==> config.mk <==
export PLATFORM = sky130hd
export DESIGN_NAME = prog_feeder
export DESIGN_NICKNAME = d
export VERILOG_FILES = /design/src/rtl/prog_feeder.sv
export SDC_FILE = /design/constraint.sdc
export NUM_CORES = 1
export LEC_CHECK = 0
export CAP_MARGIN = 20
export CELL_PAD_IN_SITES_DETAIL_PLACEMENT = 1
export CELL_PAD_IN_SITES_GLOBAL_PLACEMENT = 1
export CORE_ASPECT_RATIO = 0.5
export CORE_MARGIN = 4
export CORE_UTILIZATION = 40
export DETAILED_ROUTE_END_ITERATION = 16
export PLACE_DENSITY_LB_ADDON = 0.1
export SLEW_MARGIN = 20
export SYNTH_ARGS = -nofsm -noshare
export SYNTH_HDL_FRONTEND = slang
export SYNTH_SLANG_ARGS = --single-unit
==> constraint.sdc <==
create_clock -name Clock -period 7.55 [get_ports Clock]
set_input_delay 1.51 -clock Clock [delete_from_list [all_inputs] [get_ports Clock]]
set_output_delay 1.51 -clock Clock [all_outputs]
set_load 0.02 [all_outputs]
==> src/rtl/prog_feeder.sv <==
// prog_feeder: program store and sequencer for the datapath processor.
// Holds a write-loaded program, presents one instruction (plus an MVI
// immediate) at a time on DIN with a one-cycle Run strobe, and waits on
// Done with a watchdog before moving on.
module prog_feeder #(
  parameter int DEPTH   = 32,
  parameter int AW      = 5,
  parameter int TIMEOUT = 15
) (
  input  logic          Clock,
  input  logic          Resetn,
  input  logic          Go,
  input  logic          WrEn,
  input  logic [AW-1:0] WrAddr,
  input  logic [15:0]   WrData,
  input  logic          Done,
  output logic [15:0]   DIN,
  output logic          Run,
  output logic          Busy,
  output logic          Halted,
  output logic          Error,
  output logic [AW-1:0] PC,
  output logic [15:0]   InstrCount
);

  localparam logic [2:0] OP_MVI  = 3'b001;
  localparam logic [2:0] OP_HALT = 3'b111;
  localparam int         WDW     = $clog2(TIMEOUT + 1);
  localparam logic [AW:0] ADV1   = (AW+1)'(1);
  localparam logic [AW:0] ADV2   = (AW+1)'(2);

  typedef enum logic [2:0] {
    S_IDLE,
    S_FETCH,
    S_ISSUE,
    S_WAIT,
    S_HALTED
  } state_t;

  state_t          r_state, w_state_nxt;
  logic [15:0]     r_mem [DEPTH];
  logic [15:0]     r_din, w_din_nxt;
  logic            r_run, w_run_nxt;
  logic [AW-1:0]   r_pc, w_pc_nxt;
  logic [15:0]     r_cnt, w_cnt_nxt;
  logic            r_err, w_err_nxt;
  logic            r_mvi, w_mvi_nxt;
  logic [WDW-1:0]  r_wd, w_wd_nxt;

  logic [15:0]     w_word;
  logic [15:0]     w_imm;
  logic [AW:0]     w_adv;
  logic            w_can_load;
  logic            w_wd_fire;

  // Current word, its successor (MVI immediate) and the PC advance with carry.
  assign w_word     = r_mem[r_pc];
  assign w_imm      = r_mem[r_pc + AW'(1)];
  assign w_adv      = {1'b0, r_pc} + (r_mvi ? ADV2 : ADV1);
  assign w_can_load = (r_state == S_IDLE) || (r_state == S_HALTED);
  assign w_wd_fire  = (r_wd == WDW'(TIMEOUT - 1));

  // Program store: writable only while the sequencer is parked; not reset.
  always_ff @(posedge Clock) begin
    if (WrEn && w_can_load) begin
      r_mem[WrAddr] <= WrData;
    end
  end

  // State and datapath registers; everything returns to idle values on reset.
  always_ff @(posedge Clock or negedge Resetn) begin
    if (!Resetn) begin
      r_state <= S_IDLE;
      r_din   <= '0;
      r_run   <= 1'b0;
      r_pc    <= '0;
      r_cnt   <= '0;
      r_err   <= 1'b0;
      r_mvi   <= 1'b0;
      r_wd    <= '0;
    end else begin
      r_state <= w_state_nxt;
      r_din   <= w_din_nxt;
      r_run   <= w_run_nxt;
      r_pc    <= w_pc_nxt;
      r_cnt   <= w_cnt_nxt;
      r_err   <= w_err_nxt;
      r_mvi   <= w_mvi_nxt;
      r_wd    <= w_wd_nxt;
    end
  end

  // Next-state logic: Run is a one-cycle strobe, so it defaults low.
  always_comb begin
    w_state_nxt = r_state;
    w_din_nxt   = r_din;
    w_run_nxt   = 1'b0;
    w_pc_nxt    = r_pc;
    w_cnt_nxt   = r_cnt;
    w_err_nxt   = r_err;
    w_mvi_nxt   = r_mvi;
    w_wd_nxt    = r_wd;
    unique case (r_state)
      S_IDLE, S_HALTED: begin
        if (Go) begin
          w_state_nxt = S_FETCH;
          w_pc_nxt    = '0;
          w_cnt_nxt   = '0;
          w_err_nxt   = 1'b0;
        end
      end
      S_FETCH: begin
        if (w_word[8:6] == OP_HALT) begin
          w_state_nxt = S_HALTED;
        end else if ((w_word[8:6] == OP_MVI) && (r_pc == AW'(DEPTH - 1))) begin
          // Immediate would lie past the end of the program store.
          w_state_nxt = S_HALTED;
          w_err_nxt   = 1'b1;
        end else begin
          w_din_nxt   = w_word;
          w_run_nxt   = 1'b1;
          w_mvi_nxt   = (w_word[8:6] == OP_MVI);
          w_state_nxt = S_ISSUE;
        end
      end
      S_ISSUE: begin
        // The immediate replaces the opcode word for the processor's step 1.
        if (r_mvi) begin
          w_din_nxt = w_imm;
        end
        w_wd_nxt    = '0;
        w_state_nxt = S_WAIT;
      end
      S_WAIT: begin
        if (Done) begin
          w_pc_nxt  = w_adv[AW-1:0];
          w_cnt_nxt = r_cnt + 16'd1;
          w_wd_nxt  = '0;
          if (w_adv[AW]) begin
            w_state_nxt = S_HALTED;
            w_err_nxt   = 1'b1;
          end else begin
            w_state_nxt = S_FETCH;
          end
        end else if (w_wd_fire) begin
          w_state_nxt = S_HALTED;
          w_err_nxt   = 1'b1;
        end else begin
          w_wd_nxt = r_wd + 1'b1;
        end
      end
      default: begin
        w_state_nxt = S_IDLE;
      end
    endcase
  end

  assign DIN        = r_din;
  assign Run        = r_run;
  assign PC         = r_pc;
  assign InstrCount = r_cnt;
  assign Error      = r_err;
  assign Busy       = (r_state == S_FETCH) || (r_state == S_ISSUE) || (r_state == S_WAIT);
  assign Halted     = (r_state == S_HALTED);

endmodule

## Word level (Yosys, flattened, before mapping)

Memory sizes are Yosys's and may differ from the RTL's.
Index checks and enable logic that the tools add are counted.

| word-level totals | value |
|---|---|
| memories kept | 1 |
| input bits | 26 |
| bits in writable memories | 512 |
| register bits after elaboration | 47 |
| output and inout bits | 41 |

Memories:

| memory | depth | bits a word | rd ports | clocked after Yosys merged registers in | write ports | line | source |
|---|---|---|---|---|---|---|---|
| r_mem | 32 | 16 | 2 | 0 | 1 | 41 | `logic [15:0] r_mem [DEPTH];` |

| cells by class | value |
|---|---|
| bitwise operators | 2 |
| multiplexer cells | 33 |
| $add $sub $neg | 4 |
| equality and inequality tests | 17 |
| reductions and logical operators | 17 |

Operator list:

| kind | count |
|---|---|
| 16-bit 2-to-1 mux | 5 |
| 16-bit case mux with 2 select lines | 2 |
| 3-bit 2-to-1 mux | 6 |
| 16-bit by 1-bit adder with 16-bit output, second input constant | 1 |
| 2-bit != test, second input constant | 6 |
| 3-bit case mux with 4 select lines | 1 |
| 1-bit 2-to-1 mux | 11 |
| 5-bit 2-to-1 mux | 2 |
| 5-bit case mux with 2 select lines | 1 |
| 3-bit != test, second input constant | 3 |
| 4-bit 2-to-1 mux | 2 |
| 4-bit case mux with 2 select lines | 1 |
| 5-bit by 2-bit adder with 6-bit output | 1 |
| 3-bit by 1-bit equality test with 1-bit output, second input constant | 2 |
| 3-bit by 2-bit equality test with 1-bit output, second input constant | 2 |
| 3-bit equality test, second input constant | 2 |
| 3-bit AND reduction | 2 |
| 6-bit AND reduction | 1 |
| 2-bit nonzero test | 3 |
| 5-bit by 1-bit adder with 5-bit output, second input constant | 1 |
| 5-bit equality test, second input constant | 1 |
| 4-bit by 1-bit adder with 4-bit output, second input constant | 1 |
| 4-bit equality test, second input constant | 1 |
| 2-bit AND reduction | 2 |
| 9 further kinds | 13 |

## Depth between registers and ports, before layout

An unclocked memory read counts as a cell.

| logic depth | value |
|---|---|
| depth after elaboration | 6 |
| mapped depth | 13 |
| depth with buffers taken out | 7 |

## Least setup slack after synthesis

Ideal clock, no wire load.

| path | value |
|---|---|
| path type | in2reg |
| from | input port WrAddr[1] |
| to | memory r_mem[12][0], enable pin |
| setup time | 0.388 ns |
| slack | 4.396 ns |
| stages on the path | 3 |
| required time | 7.162 ns |
| buffers on the path | 1 |
| arrival | 2.765 ns |
| cells stage by stage | or3_1 -> clkbuf_1 -> nor2_1 |

RTL lines:

| element | line | source |
|---|---|---|
| from (decl) | 14 | `input logic [AW-1:0] WrAddr,` |
| to (decl) | 41 |  |

Straight into the memory's write port.

## Worst setup path after layout

| path | value |
|---|---|
| from | register r_pc[1] (netlist: PC[1]) |
| to | register r_din[12] (netlist: DIN[12]) |

| between the ends | value |
|---|---|
| word-level cells in the longest chain between the ends | 5 |
| elaborated cells between the ends (all ways) | 13 |
| classes of those cells | add/sub (1); eq/ne (5); mux (4); reduce/logical (2); memory (1) |

RTL lines:

| element | line | source |
|---|---|---|
| from (decl) | 44 | `logic [AW-1:0] r_pc, w_pc_nxt;` |
| from (signal assigned) | 85 | `r_pc <= w_pc_nxt;` |
| branches (longest 5 deep; another with memory read 32 x 16 bit) | n/a |  |
| to (signal assigned) | 83 | `r_din <= w_din_nxt;` |
| to (decl) | 42 | `logic [15:0] r_din, w_din_nxt;` |

Several ways; the timed one is not identified. The select of a mux whose other input is x is not followed.
A chain may end at the register's enable or synchronous reset.

==> run_results.csv <==
group,metric,value,unit
routing,vias,14200,
placed_design,post-place-ws,2.96,ns
placed_design,dpl.cell_count,2164,
synthesis,yosys.area_share.simple,2.97,%
synthesis,synth-xor-area-share,0.528,%
global_route,grt_pass1_wl,112,mm
hold_path,hold_path.class,"flop to flop",
setup_path,crit_type,"flop to flop",
sta,setup_ws,3.10,ns
floorplan,die_x,372,µm
sta,setup_tns,0,ns
hold_path,min_from,"DIN[8]",
setup_path,rrSetupSlack,3.10,ns
setup_path,slowest_delay,0.84,ns
setup_path,startpoint,"PC[1]",
layout,syn_to_final_growth,12.4,%
setup_path,critPathTopFamily,"simple AND/OR/NAND/NOR gates",
sta,setup_violations,0,
synthesis,yosys_most_used_dff,"edfxtp_1",
layout,final_common_cell,"edfxtp_1",
clocking,clock-sinks,559,
power,ir_drop,0.157,mV
global_route,grt_max_degree,122,
layout,stdcell_area,29800,µm²
layout,nFillCells,5914,
routing,avgRoutedWirePerCell,34.4,µm
flow_run,max-cap-violations,0,
synthesis,synth_compound_area_share,2.05,%
synthesis,ys_types,55,
synthesis,synth_top_area_share,57.9,%
layout,final_cells,2267,
setup_path,reg2reg_depth,8,
clocking,clk_pin_slew,0.07,ns
placed_design,dpl_cell_area,28100,µm²
layout,final_nets,1371,
synthesis,synth.mux.area_fraction,28.9,%
global_route,antenna_found_initial,1,
clocking,clk_path_buf_depth,3,
synthesis,netlist_instances,1275,
placed_design,port_buffers,66,
synthesis,syn_area,26500,µm²
global_route,grtUsageTotal,22.4,%
synthesis,yosysTopAreaCell,"edfxtp_1",
floorplan,initial_utilization,40.6,%
routing,dr.pass1.iters,5,
setup_path,r2r-start,"PC[1]",
floorplan,die-area,70800,µm²
layout,drive_above_1_share,32.5,%
sta,fin_skew,0.0210,ns
routing,ant_nets,0,
synthesis,synth_top_family_by_area,"multiplexers",
sta,max_freq,225,MHz
routing,via_per_inst,6.27,
power,power.density,307,nW/µm²
clocking,cts_tree,"done",
floorplan,fp-row-count,66,
sta,period_minus_slack,4.45,ns
synthesis,ys_seq_elements,559,
layout,post-route-util,45.7,%
floorplan,coreArea,65300,µm²
synthesis,synth_edf_count,512,
setup_path,critical_path.cell_chain,"buf_12, mux4_1, nand2_1, nand3_1, o21ai_1, nor3_1, nor2_4, mux2_2",
setup_path,path_buf_inv,1,
sta,tightest_slew,1.13,ns
synthesis,ys_seq_area_share,62.3,%
synthesis,synth.avg_cell_area,20.8,µm²
power,p_leak,9.14,nW
clocking,cts_hold_buf,0,
clocking,clkLatencyLatePin,0.61,ns
synthesis,synth_warnings,0,
clocking,cts_resized,0,
clocking,post_cts_buffers,0,
synthesis,synthAdderAreaFrac,0.405,%
sta,timing.final.crit_share,58.9,%
clocking,cts_buffers,53,
routing,remaining_drc_errors,0,
routing,drtIter0Drc,1448,
setup_path,cp_max_fo,119,
floorplan,die_h,190,µm
sta,rsz0062_at_grt,"false",
floorplan,io_pins,67,
placed_design,gp_congestion,0.764,
hold_path,min_path_cells,1,
global_route,grt_pass1_vias,15000,
setup_path,crit_required,8.03,ns
hold_path,hold_end,"DIN[8]",
layout,final_cell_mix,"edfxtp_1 (512), mux4_2 (247), mux4_1 (58)",
run_status,status,"finished, final reports clean",
setup_path,cp-end-kind,"flop",
synthesis,async_flop_share,8.41,%
clocking,h-tree-depth,2,
synthesis,synth_area_leaders,"edfxtp_1 (58%), mux4_2 (21%), mux4_1 (5.7%)",
global_route,grt_overflow,0,
setup_path,arrival,4.93,ns
placed_design,dp_hpwl,43.7,mm
sta,slew_headroom,24.7,%
sta,finalHoldViolations,0,
clocking,root_buffer,"clkbuf_16",
setup_path,reg2reg_to,"DIN[12]",
setup_path,cp-start-kind,"flop",
routing,drt-total-wl,78.0,mm
synthesis,synth_fp_nets,1309,
setup_path,slowest_stage,"nor2_4",
sta,slew_violations,0,
==> worst register-to-register path: cells and delay by family (launching register included) <==
family	cells	cell delay [ns]
compound gates	1	0.59
buf+inv	1	0.68
flops	1	0.67
mux	2	1.16
simple gates	4	1.25
==> sequential cells by signal, indices dropped and copies added (netlist names) <==
name,flops
r_mem,512
DIN,16
InstrCount,16
PC,5
r_wd,4
r_state,3
Error,1
Run,1
r_mvi,1
==> report_power, final <==
group | leakage, nW | switching (mW) | total, mW | internal (mW)
clock | 0.857 | 1.19 | 2.72 | 1.53
sequential | 5.20 | 0.195 | 3.67 | 3.48
combinational | 3.08 | 1.39 | 2.77 | 1.39
==> logic make-up after synthesis <==
kind of cell             after synthesis
AO/OA/AOI/OAI                         80
XOR/XNOR                              16
AND/OR/NAND/NOR                      159
buffers and inverters                102
flip-flops                           559
multiplexers                         351
adder cells (fa/ha/maj)                8
==> worst max path at each step <==
| stage | end | slack, ns | depth (start not counted) |
|---|---|---|---|
| floorplan | r_mem[12][0] | 4.40 | 3 |
| global placement | DIN[1] | 3.03 | 8 |
| detailed placement | DIN[1] | 2.96 | 8 |
| CTS | DIN[12] | 2.96 | 8 |
| global route | DIN[12] | 2.81 | 8 |
| finish | DIN[12] | 3.10 | 8 |
==> final cells by class <==
cell class	count	area, µm²	area share, %
Clock buffer	73	1500	5.04
Clock inverter	27	235	0.789
Antenna cell	1	2.50	0.00839
Sequential cell	559	16600	55.5
Multi-Input combinational cell	614	9470	31.7
Timing Repair Buffer	99	913	3.06
Inverter	10	37.5	0.126
Tap cell	884	1110	3.71
==> Yosys cell counts, types with 10 or more instances <==
cell type,n
mux4_1,58
clkbuf_1,32
nand4_1,12
o21ai_0,19
mux4_2,247
buf_2,25
a21oi_1,24
nor2_1,56
mux2_2,12
edfxtp_1,512
buf_6,12
mux2i_1,17
xor2_1,13
inv_1,10
nor2b_1,13
nand3_1,13
nand2_1,24
dfrtp_1,47
==> routing by layer <==
layer | part of all wire [%] | vias to the layer above | global-route usage (%) | wire length, µm
met2 | 47 | 502 | 35.6 | 37000
met3 | 6.5 | 95 | 4.15 | 5050
met4 | 1.8 | 0 | 4.46 | 1390
met5 | 0 | - | 0 | 0
li1 | - | 5684 | - | -
met1 | 44 | 7923 | 32.7 | 34600
==> per-stage QoR <==
step	power, mW	hold slack [ns]
after global placement	6.49	0.478
after floorplan	5.70	0.495
after detailed placement	6.53	0.493
after global routing	9.56	0.524
final	9.17	0.503
after CTS	9.26	0.508
(Power assumes the default switching activity.)
